`src/rtl/load_store_unit_if.sv`:
```
// Bus bundle between the MEM stage / data memory environment and load_store_unit.
// Handshake: a request transfers on a rising edge where req_valid and req_ready
// are both high; the requester must hold all req_* fields stable while
// req_valid is high and req_ready is low. rsp_valid is a one-cycle completion
// pulse with no back-pressure. The mem_* group is the raw data-memory port
// (cs, WR_RD: 1 = read / 0 = write, ADDR, din, dout one cycle after a read).
interface load_store_unit_if #(
    parameter int ADDR_WIDTH = 10
) ();
    logic                  req_valid;
    logic                  req_ready;
    logic                  req_we;
    logic [1:0]            req_size;
    logic                  req_signed;
    logic [ADDR_WIDTH+1:0] req_addr;
    logic [31:0]           req_wdata;
    logic                  rsp_valid;
    logic [31:0]           rsp_rdata;
    logic                  rsp_exc;
    logic                  mem_cs;
    logic                  mem_wr_rd;
    logic [ADDR_WIDTH-1:0] mem_addr;
    logic [31:0]           mem_din;
    logic [31:0]           mem_dout;

    // The unit itself.
    modport slave (
        input  req_valid, req_we, req_size, req_signed, req_addr, req_wdata, mem_dout,
        output req_ready, rsp_valid, rsp_rdata, rsp_exc,
        output mem_cs, mem_wr_rd, mem_addr, mem_din
    );

    // Pipeline plus data memory side.
    modport master (
        output req_valid, req_we, req_size, req_signed, req_addr, req_wdata, mem_dout,
        input  req_ready, rsp_valid, rsp_rdata, rsp_exc,
        input  mem_cs, mem_wr_rd, mem_addr, mem_din
    );
endinterface

```
`src/rtl/load_store_unit.sv`:
```
// load_store_unit: byte/half/word loads and stores onto a 32-bit word-addressed
// data memory with a 1-cycle registered read. Sub-word stores use a
// read-modify-write. Optional macro LSU_MISALIGN_EXC_EN: misaligned requests
// complete with rsp_exc instead of being silently aligned down.
// dbg_state exposes the FSM state (IDLE=0 RD=1 RESP=2 MRG=3 WR=4 EXC=5).
module load_store_unit #(
    parameter int ADDR_WIDTH = 10,
    parameter int DATA_WIDTH = 32
) (
    input  logic             clk,
    input  logic             rst,
    load_store_unit_if.slave bus,
    output logic [2:0]       dbg_state
);
    typedef enum logic [2:0] {
        IDLE = 3'd0,
        RD   = 3'd1,
        RESP = 3'd2,
        MRG  = 3'd3,
        WR   = 3'd4,
        EXC  = 3'd5
    } state_t;

    state_t                  state_q, state_d;
    logic                    we_q, signed_q;
    logic [1:0]              size_q, off_q;
    logic [ADDR_WIDTH-1:0]   addr_q;
    logic [DATA_WIDTH-1:0]   wdata_q, din_q, rdata_q;

    logic                    accept, misalign;
    logic [1:0]              size_n, off_n;
    logic [4:0]              sh;
    logic [DATA_WIDTH-1:0]   shifted, load_ext, lane_mask, merged;

    assign accept = bus.req_valid & bus.req_ready;

    // Normalise the incoming request: size 11 is a word, misaligned offsets align down.
    always_comb begin
        size_n   = (bus.req_size == 2'b11) ? 2'b10 : bus.req_size;
        misalign = ((size_n == 2'b01) && bus.req_addr[0]) ||
                   ((size_n == 2'b10) && (bus.req_addr[1:0] != 2'b00));
        case (size_n)
            2'b00:   off_n = bus.req_addr[1:0];
            2'b01:   off_n = {bus.req_addr[1], 1'b0};
            default: off_n = 2'b00;
        endcase
    end

    // Lane extraction for loads and lane merge for sub-word stores.
    always_comb begin
        sh       = {off_q, 3'b000};
        shifted  = bus.mem_dout >> sh;
        case (size_q)
            2'b00: begin
                load_ext  = {{24{signed_q & shifted[7]}}, shifted[7:0]};
                lane_mask = 32'h0000_00FF << sh;
            end
            2'b01: begin
                load_ext  = {{16{signed_q & shifted[15]}}, shifted[15:0]};
                lane_mask = 32'h0000_FFFF << sh;
            end
            default: begin
                load_ext  = bus.mem_dout;
                lane_mask = 32'hFFFF_FFFF;
            end
        endcase
        merged = (bus.mem_dout & ~lane_mask) | ((wdata_q << sh) & lane_mask);
    end

    // Next-state logic.
    always_comb begin
        state_d = state_q;
        case (state_q)
            IDLE: begin
                if (accept) begin
`ifdef LSU_MISALIGN_EXC_EN
                    if (misalign)
                        state_d = EXC;
                    else
`endif
                    if (bus.req_we && (size_n == 2'b10))
                        state_d = WR;
                    else
                        state_d = RD;
                end
            end
            RD:      state_d = we_q ? MRG : RESP;
            RESP:    state_d = IDLE;
            MRG:     state_d = WR;
            WR:      state_d = IDLE;
            EXC:     state_d = IDLE;
            default: state_d = IDLE;
        endcase
    end

    // Outputs decoded from state; memory and handshake strobes are masked during reset.
    always_comb begin
        bus.req_ready = (state_q == IDLE) && !rst;
        bus.mem_cs    = ((state_q == RD) || (state_q == WR)) && !rst;
        bus.mem_wr_rd = (state_q != WR);
        bus.mem_addr  = addr_q;
        bus.mem_din   = din_q;
        bus.rsp_valid = ((state_q == RESP) || (state_q == WR) || (state_q == EXC)) && !rst;
`ifdef LSU_MISALIGN_EXC_EN
        bus.rsp_exc   = (state_q == EXC) && !rst;
`else
        bus.rsp_exc   = 1'b0;
`endif
        if (state_q == RESP)
            bus.rsp_rdata = load_ext;
        else if ((state_q == WR) || (state_q == EXC))
            bus.rsp_rdata = '0;
        else
            bus.rsp_rdata = rdata_q;
        dbg_state = state_q;
    end

    // State register, request capture, merge register and held response data.
    always_ff @(posedge clk) begin
        if (rst) begin
            state_q  <= IDLE;
            we_q     <= 1'b0;
            signed_q <= 1'b0;
            size_q   <= 2'b00;
            off_q    <= 2'b00;
            addr_q   <= '0;
            wdata_q  <= '0;
            din_q    <= '0;
            rdata_q  <= '0;
        end else begin
            state_q <= state_d;
            if (accept) begin
                we_q     <= bus.req_we;
                signed_q <= bus.req_signed;
                size_q   <= size_n;
                off_q    <= off_n;
                wdata_q  <= bus.req_wdata;
            end
            // Address only moves for requests that really touch memory.
            if (accept && ((state_d == RD) || (state_d == WR)))
                addr_q <= bus.req_addr[ADDR_WIDTH+1:2];
            if (accept && (state_d == WR))
                din_q <= bus.req_wdata;
            else if (state_q == MRG)
                din_q <= merged;
            if (bus.rsp_valid)
                rdata_q <= bus.rsp_rdata;
        end
    end
endmodule
```
`src/flat_wrapper.sv`:
```
// flat-port wrapper written by rule: the top's interface ports become plain ports
module load_store_unit_flat 
#(
    parameter int ADDR_WIDTH = 10,
    parameter int DATA_WIDTH = 32
)
  (clk, rst, dbg_state, bus_req_valid, bus_req_we, bus_req_size, bus_req_signed, bus_req_addr, bus_req_wdata, bus_mem_dout, bus_req_ready, bus_rsp_valid, bus_rsp_rdata, bus_rsp_exc, bus_mem_cs, bus_mem_wr_rd, bus_mem_addr, bus_mem_din);
  load_store_unit_if #(.ADDR_WIDTH(ADDR_WIDTH)) bus_i ();
  input  logic clk;
  input  logic rst;
  output logic [2:0] dbg_state;
  input wire logic [$bits(bus_i.req_valid)-1:0] bus_req_valid;
  input wire logic [$bits(bus_i.req_we)-1:0] bus_req_we;
  input wire logic [$bits(bus_i.req_size)-1:0] bus_req_size;
  input wire logic [$bits(bus_i.req_signed)-1:0] bus_req_signed;
  input wire logic [$bits(bus_i.req_addr)-1:0] bus_req_addr;
  input wire logic [$bits(bus_i.req_wdata)-1:0] bus_req_wdata;
  input wire logic [$bits(bus_i.mem_dout)-1:0] bus_mem_dout;
  output wire logic [$bits(bus_i.req_ready)-1:0] bus_req_ready;
  output wire logic [$bits(bus_i.rsp_valid)-1:0] bus_rsp_valid;
  output wire logic [$bits(bus_i.rsp_rdata)-1:0] bus_rsp_rdata;
  output wire logic [$bits(bus_i.rsp_exc)-1:0] bus_rsp_exc;
  output wire logic [$bits(bus_i.mem_cs)-1:0] bus_mem_cs;
  output wire logic [$bits(bus_i.mem_wr_rd)-1:0] bus_mem_wr_rd;
  output wire logic [$bits(bus_i.mem_addr)-1:0] bus_mem_addr;
  output wire logic [$bits(bus_i.mem_din)-1:0] bus_mem_din;
  assign bus_i.req_valid = bus_req_valid;
  assign bus_i.req_we = bus_req_we;
  assign bus_i.req_size = bus_req_size;
  assign bus_i.req_signed = bus_req_signed;
  assign bus_i.req_addr = bus_req_addr;
  assign bus_i.req_wdata = bus_req_wdata;
  assign bus_i.mem_dout = bus_mem_dout;
  assign bus_req_ready = bus_i.req_ready;
  assign bus_rsp_valid = bus_i.rsp_valid;
  assign bus_rsp_rdata = bus_i.rsp_rdata;
  assign bus_rsp_exc = bus_i.rsp_exc;
  assign bus_mem_cs = bus_i.mem_cs;
  assign bus_mem_wr_rd = bus_i.mem_wr_rd;
  assign bus_mem_addr = bus_i.mem_addr;
  assign bus_mem_din = bus_i.mem_din;
  load_store_unit #(.ADDR_WIDTH(ADDR_WIDTH), .DATA_WIDTH(DATA_WIDTH)) u_core (.clk(clk), .rst(rst), .bus(bus_i), .dbg_state(dbg_state));
endmodule
```
`config.mk`:
```
export PLATFORM = sky130hd
export DESIGN_NAME = load_store_unit_flat
export DESIGN_NICKNAME = d
export VERILOG_FILES = /design/src/rtl/load_store_unit_if.sv /design/src/rtl/load_store_unit.sv /design/src/flat_wrapper.sv
export SDC_FILE = /design/constraint.sdc
export NUM_CORES = 1
export LEC_CHECK = 0
export CORE_MARGIN = 8
export CORE_UTILIZATION = 53
export DETAILED_ROUTE_END_ITERATION = 8
export PLACE_DENSITY = 0.86
export SLEW_MARGIN = 20
export SYNTH_ARGS = -nofsm -noshare
export SYNTH_HDL_FRONTEND = slang
export SYNTH_SLANG_ARGS = --single-unit
```
`constraint.sdc`:
```
create_clock -name clk -period 4.7 [get_ports clk]
set_clock_uncertainty 0.05 [all_clocks]
set_input_delay 0.47 -clock clk [delete_from_list [all_inputs] [get_ports clk]]
set_output_delay 0.47 -clock clk [all_outputs]
set_load 0.01 [all_outputs]
```
==> results <==
[Yosys cell counts (2+ instances only)]
cell type    n  area share (%)
dfxtp_1    115              37
nand2b_1     6            0.60
mux2i_1     31             5.0
nor3b_1     10             1.2
clkbuf_1    30             1.8
a211oi_2     8             1.6
nor2b_1      7            0.70
nand3b_1    37             4.5
buf_4        5            0.60
a311oi_1     8             1.1
and3b_1      3            0.42
o41ai_1      8             1.1
o221ai_1    13             1.8
a22oi_1      5            0.60
a2bb2oi_1   15             2.1
nand2_1    162             9.8
nor2_1      47             2.8
mux4_1       7             3.0
buf_1        5            0.30
a21o_1       3            0.36
nor3_1       4            0.32
a22o_1       6            0.84
and2_1       5            0.50
buf_6        3            0.54
a211oi_1    24             2.9
inv_1        6            0.36
nand3_1     13             1.0
o2111ai_1    6            0.84
a31oi_1     19             1.9
buf_2       29             2.3
o21ai_0     10            0.80
or3_1        9            0.90
nor4_1       9            0.90
o21a_1       2            0.24
a21oi_1     51             4.1
mux4_2       2            0.72
a211o_1      9             1.3
[how the worst max path moves through the flow]
stage                     slack, ns                 to        startpoint
final                          0.62  bus_rsp_rdata[30]   u_core.off_q[0]
after global routing           0.49  bus_rsp_rdata[21]   u_core.off_q[0]
after CTS                      0.63  bus_rsp_rdata[30]   u_core.off_q[0]
after detailed placement       1.06  bus_rsp_rdata[21]   bus_mem_dout[7]
after global placement         1.19  bus_rsp_rdata[24]   bus_mem_dout[7]
after floorplan                2.53  bus_rsp_rdata[11]  bus_mem_dout[15]
[cells by family (layout without fill, tap and decap cells)]
kind of cell           Yosys count  after routing
AND/OR/NAND/NOR                318            318
AO/OA/AOI/OAI                  195            195
flip-flops                     115            115
buffers and inverters           81            216
multiplexers                    41             41
other                            1              1
XOR/XNOR                         1              1
[cells in the final DEF, fill, tap and decap left out, types with 7 or more instances in the layout]
cell type          n
a211o_1            9
a211oi_2           8
o21ai_0           10
nand2_1          162
buf_4             15
nand3b_1          37
mux4_1             7
nor3b_1           10
or3_1              9
a2bb2oi_1         15
nor4_1             9
nor2_1            46
mux2i_1           31
clkdlybuf4s50_1  162
o41ai_1            8
o221ai_1          13
a21oi_1           51
a211oi_1          24
nand3_1           13
a31oi_1           19
a311oi_1           8
clkbuf_16         17
dfxtp_1          114
[per-layer routing]
layer / global-route usage [%] / vias up / wire length, um
li1: - / 2985 / -
met4: 12.7 / 0 / 637
met3: 7.23 / 47 / 1930
met5: 0 / - / 0
met1: 32.9 / 3066 / 8890
met2: 43.1 / 386 / 10100
[power groups by stage]
stage | Clock, mW | Combinational (mW) | Sequential (mW)
6_report | 1.29 | 0.353 | 1.06
5_1_grt | 1.36 | 0.376 | 1.07
4_1_cts | 1.30 | 0.349 | 1.06
3_5_place_dp | 0 | 0.346 | 1.08
3_3_place_gp | 0 | 0.340 | 1.08
2_1_floorplan | 0 | 0.183 | 1.07
[area by class of cell]
type / instances / share of cell area [%]
tap: 143 / 2.14
timing repair buffer: 177 / 20.7
clock inverter: 11 / 1.54
sequential: 115 / 27.5
inverter: 7 / 0.314
clock buffer: 21 / 5.63
multi-input combinational: 556 / 42.1
[worst register-to-register path, stage by stage, from the launching register on]
cell and delay, ns:
dfxtp_2 0.87, mux4_1 0.76, o2111ai_2 0.79, buf_4 0.29
a31oi_1 0.09
[registers in the layout (all words and copies together) (netlist names)]
signal,cells
u_core.rdata_q,32
u_core.we_q,1
u_core.bus.mem_addr,10
u_core.size_q,2
u_core.wdata_q,32
u_core.bus.mem_din,32
u_core.off_q,2
u_core.signed_q,1
u_core.dbg_state,3
[per-stage QoR]
stage / utilization, % / std cells / setup WS (ns) / power [mW]
final: 72.9 / 1030 / 0.620 / 2.71
after global placement: 67.7 / 998 / 1.19 / 1.42
after CTS: 72.9 / 1030 / 0.629 / 2.71
after global routing: 72.9 / 1030 / 0.486 / 2.80
after detailed placement: 67.7 / 998 / 1.06 / 1.43
after floorplan: - / 752 / 2.53 / 1.25
==> results.sh <==
export IMPL_sw_frac_of_total_pct=25.6
export IMPL_antenna_cells=0
export IMPL_grt_pass1_wl_mm=34.1
export IMPL_fill_cells=869
export IMPL_ant_nets=0
export IMPL_clock_latency_ns=0.42
export IMPL_first_global_vias=6297
export IMPL_gp_congestion=0.946
export IMPL_async_reset_ff_share_pct=0
export IMPL_pwr_share_seq_pct=39.3
export IMPL_synth_top_family_by_area="simple AND/OR/NAND/NOR gates"
export IMPL_tightest_slew_ns=1.06
export IMPL_die_y_um=124
export IMPL_maxCapViolations=0
export IMPL_whs_path_depth=2
export IMPL_regArea_sq_um=2300
export IMPL_start_util_pct=54.3
export IMPL_max_stage_delay_ns=0.87
export IMPL_synthMuxAreaShare_pct=8.84
export IMPL_reg2reg_from="u_core.off_q[0]"
export IMPL_combPwrFrac_pct=13.0
export IMPL_slew_headroom_pct=29.2
export IMPL_cts_sinks=115
export IMPL_wl_mm=21.6
export IMPL_multiInputGateArea_sq_um=3520
export IMPL_yosys_warnings=0
export IMPL_hp_start="u_core.bus.mem_addr[0]"
export IMPL_overflow=0
export IMPL_die_area_sq_um=15500
export IMPL_ctsResizeCount=0
export IMPL_required_ns=4.18
export IMPL_vias_per_cell=6.30
export IMPL_drc=0
export IMPL_drtIter0Drc=715
export IMPL_dp_hpwl_mm=15.5
export IMPL_p_int_mw=2.02
export IMPL_synth_simple_gate_area_share_pct=24.5
export IMPL_timing_rr_end="u_core.rdata_q[20]"
export IMPL_num_rows=39
export IMPL_startpoint_type="register"
export IMPL_grt_max_degree=69
export IMPL_wire_per_inst_um=20.9
export IMPL_cellPowerDensity_nw_per_um2=324
export IMPL_ioPinCount=165
export IMPL_fin_crit_ns=4.08
export IMPL_crit_path_end_kind="primary output"
export IMPL_antenna_found_initial=0
export IMPL_hold_viol_final=0
export IMPL_critical_path_top_delay_family="flip-flops"
export IMPL_vdd_drop_max_mv=0.223
export IMPL_avgSynthCellArea_sq_um=8.28
export IMPL_postCtsSetupBuffers=0
export IMPL_yosys_register_bits=115
export IMPL_path_cells="mux4_1 > o2111ai_2 > nand2_1 > clkdlybuf4s50_1"
export IMPL_synth_xor_area_share_pct=0.141
export IMPL_rsz0062_at_grt="no"
export IMPL_finalSetupViolations=0
export IMPL_p_leak_nw=3.14
export IMPL_cts_tree="yes"
export IMPL_root_buffer="clkbuf_16"
export IMPL_cts_buffers=17
export IMPL_clock_fmax_mhz=245
export IMPL_synth_compound_area_share_pct=22.9
export IMPL_pwr_share_clk_pct=47.7
export IMPL_final_nets=957
export IMPL_hold_class="reg -> reg"
export IMPL_drive_above_1_share_pct=7.55
export IMPL_drtPass1Iterations=5
export IMPL_worst_path_stages=4
export IMPL_netlist_instances=752
export IMPL_critPathKind="reg -> out"
export IMPL_syn2layout_area_growth_pct=34.3
export IMPL_fin_area_sq_um=8360
export IMPL_synth_main_ff_cell="dfxtp_1"
export IMPL_clk_path_buf_depth=2
export IMPL_r2r_cells=4
export IMPL_tns_ns=0
export IMPL_holdWs_ns=0.401
export IMPL_report_final_slew_viol_count=0
export IMPL_h_tree_depth=4
export IMPL_path_clk_slew_ns=0.05
export IMPL_cp_num_buf_inv=1
export IMPL_cp_arrival_ns=3.56
export IMPL_chipWidth_um=124
export IMPL_synth_fp_nets=835
export IMPL_min_to="u_core.bus.mem_addr[0]"
export IMPL_grt_usage_pct=26.9
export IMPL_critPathMaxFanout=29
export IMPL_io_buffers=163
export IMPL_placed_cell_area_sq_um=7760
export IMPL_cts_hold_buf=0
export IMPL_yosysSeqAreaShare_pct=37.0
export IMPL_layout_worst_path_cycle_share_pct=86.8
export IMPL_yosys_area_share_adder_pct=0
export IMPL_core_area_sq_um=11500
export IMPL_synth_cell_area_sq_um=6230
export IMPL_vias=6484
export IMPL_status="finished clean"
export IMPL_slowest_stage="dfxtp_2"
export IMPL_rrSetupSlack_ns=1.72
export IMPL_p_sw_mw=0.692
export IMPL_synth_distinct_cells=57
export IMPL_synth_edff_count=0
No activity file was read; power rests on OpenSTA's default activity.
